<file path="config.mk">
export PLATFORM = sky130hd
export DESIGN_NAME = instr_fetch_ctrl
export DESIGN_NICKNAME = d
export VERILOG_FILES = /design/src/rtl/instr_fetch_pkg.sv /design/src/rtl/fetch_fifo.sv /design/src/rtl/instr_fetch_ctrl.sv
export SDC_FILE = /design/constraint.sdc
export NUM_CORES = 1
export LEC_CHECK = 0
export ABC_AREA = 1
export BUFFER_PORTS_ARGS = -buffer_cell sky130_fd_sc_hd__buf_4
export CAP_MARGIN = 10
export CORE_AREA = 2 2 140 142
export CTS_BUF_LIST = sky130_fd_sc_hd__clkbuf_4 sky130_fd_sc_hd__clkbuf_8 sky130_fd_sc_hd__clkbuf_16
export DETAILED_ROUTE_END_ITERATION = 7
export DIE_AREA = 0 0 142 144
export GPL_TIMING_DRIVEN = 0
export PLACE_DENSITY = 0.66
export SYNTH_ARGS = -nofsm -noshare
export SYNTH_HDL_FRONTEND = slang
export SYNTH_HIERARCHICAL = 1
export SYNTH_SLANG_ARGS = --single-unit
</file>
<file path="constraint.sdc">
create_clock -name clk_i -period 4.71 [get_ports clk_i]
set_clock_uncertainty 0.15 [all_clocks]
set_input_delay 0.2355 -clock clk_i [delete_from_list [all_inputs] [get_ports clk_i]]
set_output_delay 0.2355 -clock clk_i [all_outputs]
set_load 0.1 [all_outputs]
</file>
<file path="src/rtl/instr_fetch_pkg.sv">
// Shared types and constants for the instruction fetch sequencer.
package instr_fetch_pkg;

    localparam int unsigned WORD_BYTES = 4;
    localparam int unsigned XLEN       = 32;

    typedef enum logic {
        RUN  = 1'b0,
        HALT = 1'b1
    } fetch_state_e;

    typedef struct packed {
        logic [XLEN-1:0] instr;
        logic [XLEN-1:0] pc;
    } fetch_entry_t;

endpackage

</file>
<file path="src/rtl/fetch_fifo.sv">
// Two-entry first-word-fall-through queue of fetched instructions toward decode.
module fetch_fifo
    import instr_fetch_pkg::*;
(
    input  logic         clk,
    input  logic         rst,
    input  logic         push,
    input  fetch_entry_t push_data,
    input  logic         pop,
    input  logic         flush,
    output logic [1:0]   count,
    output logic         valid,
    output fetch_entry_t head
);

    localparam int unsigned DEPTH = 2;

    fetch_entry_t entries [DEPTH];
    logic         rd_ptr;
    logic         wr_ptr;
    logic         do_pop;

    assign valid  = (count != 2'd0);
    assign do_pop = pop && valid;
    assign head   = entries[rd_ptr];

    // Flush drops all entries; push and pop may coincide.
    always_ff @(posedge clk) begin
        if (rst) begin
            entries[0] <= '0;
            entries[1] <= '0;
            rd_ptr     <= 1'b0;
            wr_ptr     <= 1'b0;
            count      <= 2'd0;
        end else if (flush) begin
            rd_ptr <= 1'b0;
            wr_ptr <= 1'b0;
            count  <= 2'd0;
        end else begin
            if (push) begin
                entries[wr_ptr] <= push_data;
                wr_ptr          <= ~wr_ptr;
            end
            if (do_pop) begin
                rd_ptr <= ~rd_ptr;
            end
            count <= count + 2'(push) - 2'(do_pop);
        end
    end

    // The issue throttle in the parent guarantees room for every response.
    no_overflow: assert property (@(posedge clk) disable iff (rst || flush)
        !(push && (count == 2'(DEPTH)) && !do_pop));

endmodule

</file>
<file path="src/rtl/instr_fetch_ctrl.sv">
// Fetch sequencer: owns the fetch PC, issues reads to a 1-cycle instruction
// memory and queues returned {instr, pc} toward decode.
module instr_fetch_ctrl
    import instr_fetch_pkg::*;
#(
    parameter logic [31:0] RESET_PC  = 32'd0,
    parameter int unsigned MEM_WORDS = 32
)
(
    input  logic        clk_i,
    input  logic        rst_i,
    input  logic        redirect_i,
    input  logic [31:0] redirect_pc_i,
    output logic        mem_req_o,
    output logic [31:0] mem_addr_o,
    input  logic [31:0] mem_instr_i,
    output logic        instr_valid_o,
    output logic [31:0] instr_o,
    output logic [31:0] instr_pc_o,
    input  logic        instr_ready_i,
    output logic        fault_o
);

    localparam logic [31:0] LAST_ADDR = 32'(WORD_BYTES * MEM_WORDS - WORD_BYTES);
    localparam logic [31:0] PC_STEP   = 32'(WORD_BYTES);
    localparam int unsigned QDEPTH    = 2;

    fetch_state_e state;
    logic [31:0]  fetch_pc;
    logic [31:0]  resp_pc;
    logic         inflight;
    logic [1:0]   count;
    logic         pc_bad;
    logic         pop;
    logic         push;
    logic         issue;
    fetch_entry_t push_entry;
    fetch_entry_t head;

    assign pc_bad = (fetch_pc[1:0] != 2'b00) || (fetch_pc > LAST_ADDR);
    assign pop    = instr_valid_o && instr_ready_i;

    // Only issue when the slot is guaranteed free by the time data returns.
    assign issue = !rst_i && (state == RUN) && !pc_bad && !redirect_i &&
                   ((3'(count) + 3'(inflight)) < (3'(QDEPTH) + 3'(pop)));

    // A redirect or reset in the response cycle kills the returning word.
    assign push = inflight && !redirect_i && !rst_i;

    assign push_entry.instr = mem_instr_i;
    assign push_entry.pc    = resp_pc;

    assign mem_req_o  = issue;
    assign mem_addr_o = fetch_pc;

    assign instr_o    = head.instr;
    assign instr_pc_o = head.pc;
    assign fault_o    = (state == HALT);

    // PC, in-flight tracking and RUN/HALT control.
    always_ff @(posedge clk_i) begin
        if (rst_i) begin
            state    <= RUN;
            fetch_pc <= RESET_PC;
            resp_pc  <= '0;
            inflight <= 1'b0;
        end else if (redirect_i) begin
            state    <= RUN;
            fetch_pc <= redirect_pc_i;
            inflight <= 1'b0;
        end else begin
            inflight <= issue;
            if (issue) begin
                fetch_pc <= fetch_pc + PC_STEP;
                resp_pc  <= fetch_pc;
            end
            if ((state == RUN) && pc_bad) begin
                state <= HALT;
            end
        end
    end

    fetch_fifo u_fifo (
        .clk       (clk_i),
        .rst       (rst_i),
        .push      (push),
        .push_data (push_entry),
        .pop       (pop),
        .flush     (redirect_i),
        .count     (count),
        .valid     (instr_valid_o),
        .head      (head)
    );

endmodule
</file>
-- Word level (Yosys, flattened, before mapping)
Memory sizes are Yosys's and may differ from the RTL's. A register that Yosys moved wholly into a read port is not among the register bits.
Index checks and enable logic that the tools add are counted.
- flip-flop bits (word level): 70
- RAM bits: 128
- output and inout bits: 99
- word-level logic and storage cells: 51
- memories kept: 1
- add/subtract/negate cells: 5
- magnitude comparators: 2
- multiplexer cells: 13
- bitwise logic cells: 4
- reduce and logical (&&, ||, !) cells: 19
- memories (memory ; words ; width ; rd ports ; clocked after Yosys merged registers in ; wr ports ; RTL line ; text):
    u_fifo.entries ; 2 ; 64 ; 1 ; 1 ; 2 ; fetch_fifo.sv:18 ; fetch_entry_t entries [DEPTH];
- operator list (kind ; number):
    two-way mux 32 bit ; 2
    two-way mux 64 bit ; 1
    OR reduction 64 bit ; 1
    adder 32 x 3 -> 32 bit, second input constant ; 1
    greater-than comparator 32 x 7 -> 1 bit, second input constant ; 1
    two-way mux 1 bit ; 10
    logical AND 1 bit ; 9
    nonzero test 2 bit ; 3
    inverter 1 bit ; 4
    adder 2 x 1 -> 3 bit ; 1
    adder 2 x 1 -> 3 bit, first input constant ; 1
    zero test 1 bit ; 3
    < comparator 3 bit ; 1
    adder 2 x 1 -> 2 bit ; 1
    AND reduction 2 bit ; 1
    OR reduction 2 bit ; 1
    subtractor 2 x 1 -> 2 bit ; 1
    logical OR 1 bit ; 1

-- Depth between registers and ports, before layout
- depth after elaboration: 9
- depth in mapped cells: 14
- gate-level depth less buffers: 14

-- Cells and area by module
Netlist, hierarchy kept.
- modules (own cells, without submodules) (module ; instances ; cells an instance ; area each (µm²) ; seq. area each (µm²)):
    fetch_fifo ; 1 ; 443 ; 5785.5 ; 3943.8
    instr_fetch_ctrl ; 1 ; 319 ; 2433.6 ; 1321.3

-- Worst setup path before layout
No wires, ideal clock.
- path type: input to register
- from: in redirect_i
- to: mem u_fifo/entries[0][0] in the netlist's numbering (enable)
- setup time: 0.424 ns
- arrival time: 2.929 ns
- data required time: 4.136 ns
- path slack: 1.207 ns
- stages on the path: 11
- cell sequence: buf_2 > clkinv_1 > clkbuf_1 > nand2_1 > nor2_1 > inv_2 > nor2_1 > nand2_1 > buf_4 > buf_6 > nand2_1
- RTL lines (item ; RTL line ; text):
    from (decl) ; instr_fetch_ctrl.sv:12 ; input logic redirect_i,
    to (decl) ; fetch_fifo.sv:18 ;

==> results.md <==
- Status: finished, final reports clean
- Die Height: between 100 and 150 um
- Unique cell type count in the Yosys netlist: 27
- Synthesis warning total: 6
- Largest net degree at the start of global routing: 48
- Cells along the critical path: dlygate4sd3_1, buf_4, buf_2, clkinv_1, clkbuf_1, nand2_1, nor2_1, inv_2, nor2_1, nand2_1, buf_4, buf_6, nand2_4, buf_12
- Final clock period utilization by the worst path: 73.34%
- First-pass GRT wire length: 29,270 um
- Synthesized area: roughly 8200 um2
- Synthesized-area fraction occupied by ao, oa, aoi and oai cells: 2.557%
- Type of the worst setup path: input pin to flip-flop
- Sequential cell area fraction in the yosys report: ~64%
- First-pass detailed-route iteration total: 5
- Initial antenna violation count: 0
- Number of vias after detailed routing: ~6.0k
- Number of DRC violations after detailed-routing iteration 0: 363
- Floorplan die area: 20,450 um2
- Total length of routed wires: ~18,000 um
- Overall power consumption: 3.923 mW
- Placer Congestion: 0.7397
- Xor/xnor share of the synthesized area: 0.4262%
- Final critical delay including setup and external delays: between 3 and 4 ns
- Worst Path Required: 4.68 ns
- CP Capture Type: flip-flop
- Mean instance size in the synthesized netlist: 10.79 um2
- Leak pwr: around 4.5 nW
- GR Overflow Total: 0
- Syn Nets: roughly 840
- Initial core utilization: a little over two fifths
- TritonCTS Buffers: 17
- Pre-CTS WS: about 1.4 ns
- Fraction of the mapped netlist area in adder cells: 0.7612%
- Final core occ: 57.77%
- Gate count of the mapped netlist: between 700 and 800
- Buffers on Ports: about 170
- Arrival time worst endpoint: 3.42 ns
- Maximum buffer depth of the clock tree: 2
- Post-layout instance count excluding filler cells: 1,262
- Worst Max-Slew Pin Slew: approximately 0.6 ns
- Final Net Count: 1,084
- Slowest library cell on the worst path: dlygate4sd3_1
- Average routed wire per standard cell: 14.55 um
- Post-detailed-route DRC marker count: 0
- Die boundary width: 142 um
- Boundary Pins: between 150 and 200
- Final number of max-transition violations: 0
- Via count of the first global-routing pass: 5,905
- Highest achievable clock rate: 289.5 MHz
- Critical path startpoint category: input pin
- TritonCTS clock tree: done
- Clock latency reported for the late side of the worst-skew pair: 0.44 ns
- Cell count after placement: 1,168
- Dpl hpwl: 12,040 um
- Worst voltage drop across the vdd grid: 240.5 uV
- Combinational family with the most area after synthesis: simple AND/OR/NAND/NOR gates
- Area growth from synthesis to layout: 34.10%
- # H-tree levels: 4
- Final Hold Violating Endpoints: 0
- Clock root buffer: clkbuf_16
- Clk sink count: 199
- Core Rows: 51
- Area fraction in and, or, nand and nor cells after synthesis: 16.81%
- Maximum net fanout on the critical path: 40
- Share of layout cells above drive strength 1: 31.84%
- Register bit count reported by yosys: 199
- Register-to-Register Setup Slack: between 2 and 2.5 ns
- Buf+Inv Stages, Crit Path: 9
- Core area: 19,080 um2
- Vias/cell: 4.744
- Unrepaired setup endpoints after global routing: no
- Worst setup margin: 1.256 ns
- Crit-path max cell delay: 0.55 ns
- Global Route Usage Sum: 18.57%
- Multiplexer share of the synthesized area: 8.768%
- Number of antenna diodes: 0
- Kind of path behind the tightest hold check: input pin to flip-flop
- Max-cap violation count: 0
- Max_slew headroom: 59.48%
- Family of cells with the greatest summed delay on the critical path: buffers and inverters
- P per Cell Area: 355.9 nW/um2
- Final setup violation count: 0
- Register clock-pin slew on the reported worst setup and hold paths: ~0.060 ns
- Final antenna-violating net count: 0
## cell usage after synthesis
cell type | count | share of area, %
a21oi_1 | 30 | 1.8
buf_1 | 1 | 0.046
buf_2 | 9 | 0.55
buf_4 | 8 | 0.73
buf_6 | 7 | 0.96
clkbuf_1 | 15 | 0.68
clkinv_1 | 1 | 0.046
dfxtp_1 | 71 | 17
edfxtp_1 | 128 | 47
ha_1 | 5 | 0.76
inv_1 | 77 | 3.5
inv_2 | 2 | 0.091
mux2_2 | 64 | 8.8
nand2_1 | 91 | 4.2
nand2_2 | 1 | 0.076
nand2_4 | 1 | 0.14
nand3_1 | 32 | 1.9
nand3_2 | 1 | 0.12
nor2_1 | 167 | 7.6
nor2_2 | 31 | 2.4
nor2_4 | 1 | 0.14
nor3b_1 | 1 | 0.091
o21ai_0 | 12 | 0.73
or2_0 | 1 | 0.076
or2_1 | 1 | 0.076
xnor2_1 | 1 | 0.11
xor2_1 | 3 | 0.32
## metrics by stage
stage	area [um2]	setup TNS, ns	hold slack (ns)
finish	11020	0	0.02670
global route	11020	0	0.03824
CTS	11020	0	0.006644
detailed placement	9826	0	0.2789
global placement	9763	-46.85	0.2758
floorplan	8219	0	0.1606
## worst paths after layout
| kind | from | end | depth (start not counted) |
|---|---|---|---|
| hold / removal | rst_i | u_fifo/count[1] | 4 |
| hold reg to reg | resp_pc[12] | resp_pc[12] | 2 |
| setup reg to reg | u_fifo/count[1] | u_fifo/count[0] | 11 |
| setup / recovery | redirect_i | u_fifo/entries[0][1] | 14 |
## layer usage
metal,track usage [%],share of wire (%),vias up
li1,-,-,2968
met4,6.526,1.1,0
met2,31.81,49,188
met5,0,0,-
met1,22.73,44,2813
met3,4.967,6.6,18
## power by group
group	internal, mW	switching (mW)	leakage (nW)
logic	0.159	0.400	2.34
clock network	0.799	0.629	0.286
registers	1.91	0.0257	1.86
## state kept, by name, indices dropped and copies added (netlist names), named ones only
register        cells
inflight            1
resp_pc            32
u_fifo/wr_ptr       1
u_fifo/rd_ptr       1
fault_o             1
u_fifo/count        2
mem_addr_o         32
u_fifo/entries    128
## kinds of logic after synthesis
kind of cell,count (synthesis)
adders and majority gates,5
AOI/OAI and AO/OA,42
and+or+nand+nor,328
muxes,64
DFF,199
xor gates and xnor gates,4
buffers and inverters,120
## placed cells by master (no fill, tap or decap), types with 12 or more instances in the layout
cell type,Yosys,final
inv_1,77,77
nand3_1,32,32
nor2_2,31,31
nor2_1,167,167
edfxtp_1,128,128
clkbuf_1,15,15
clkbuf_16,0,17
o21ai_0,12,12
nand2_1,91,89
buf_4,8,174
a21oi_1,30,30
dfxtp_1,71,71
mux2_2,64,64
dlygate4sd3_1,0,62
## final cells by class
class	count	area (um2)
clock buffer	20	447.9
sequential	199	5265
buffer	40	244.0
fill	1629	8058
timing repair buffer	230	1914
multi-input combinational	443	2425
clock inverter	12	127.6
inverter	80	300.3
tap	238	297.8
## repair_timing
action,in CTS,in global routing
endpoints found under the hold margin,98,0
resized for setup,0,0
buffers inserted,0,0
endpoints found under the setup margin,0,0
hold buffers,62,0
## tightest hold or removal path, cell delays in order
cell,delay [ns]
buf_4,0.16
nor2_4,0.07
nand2_1,0.06
nor2_1,0.03
Note: power is estimated with default switching activity, not from simulation.
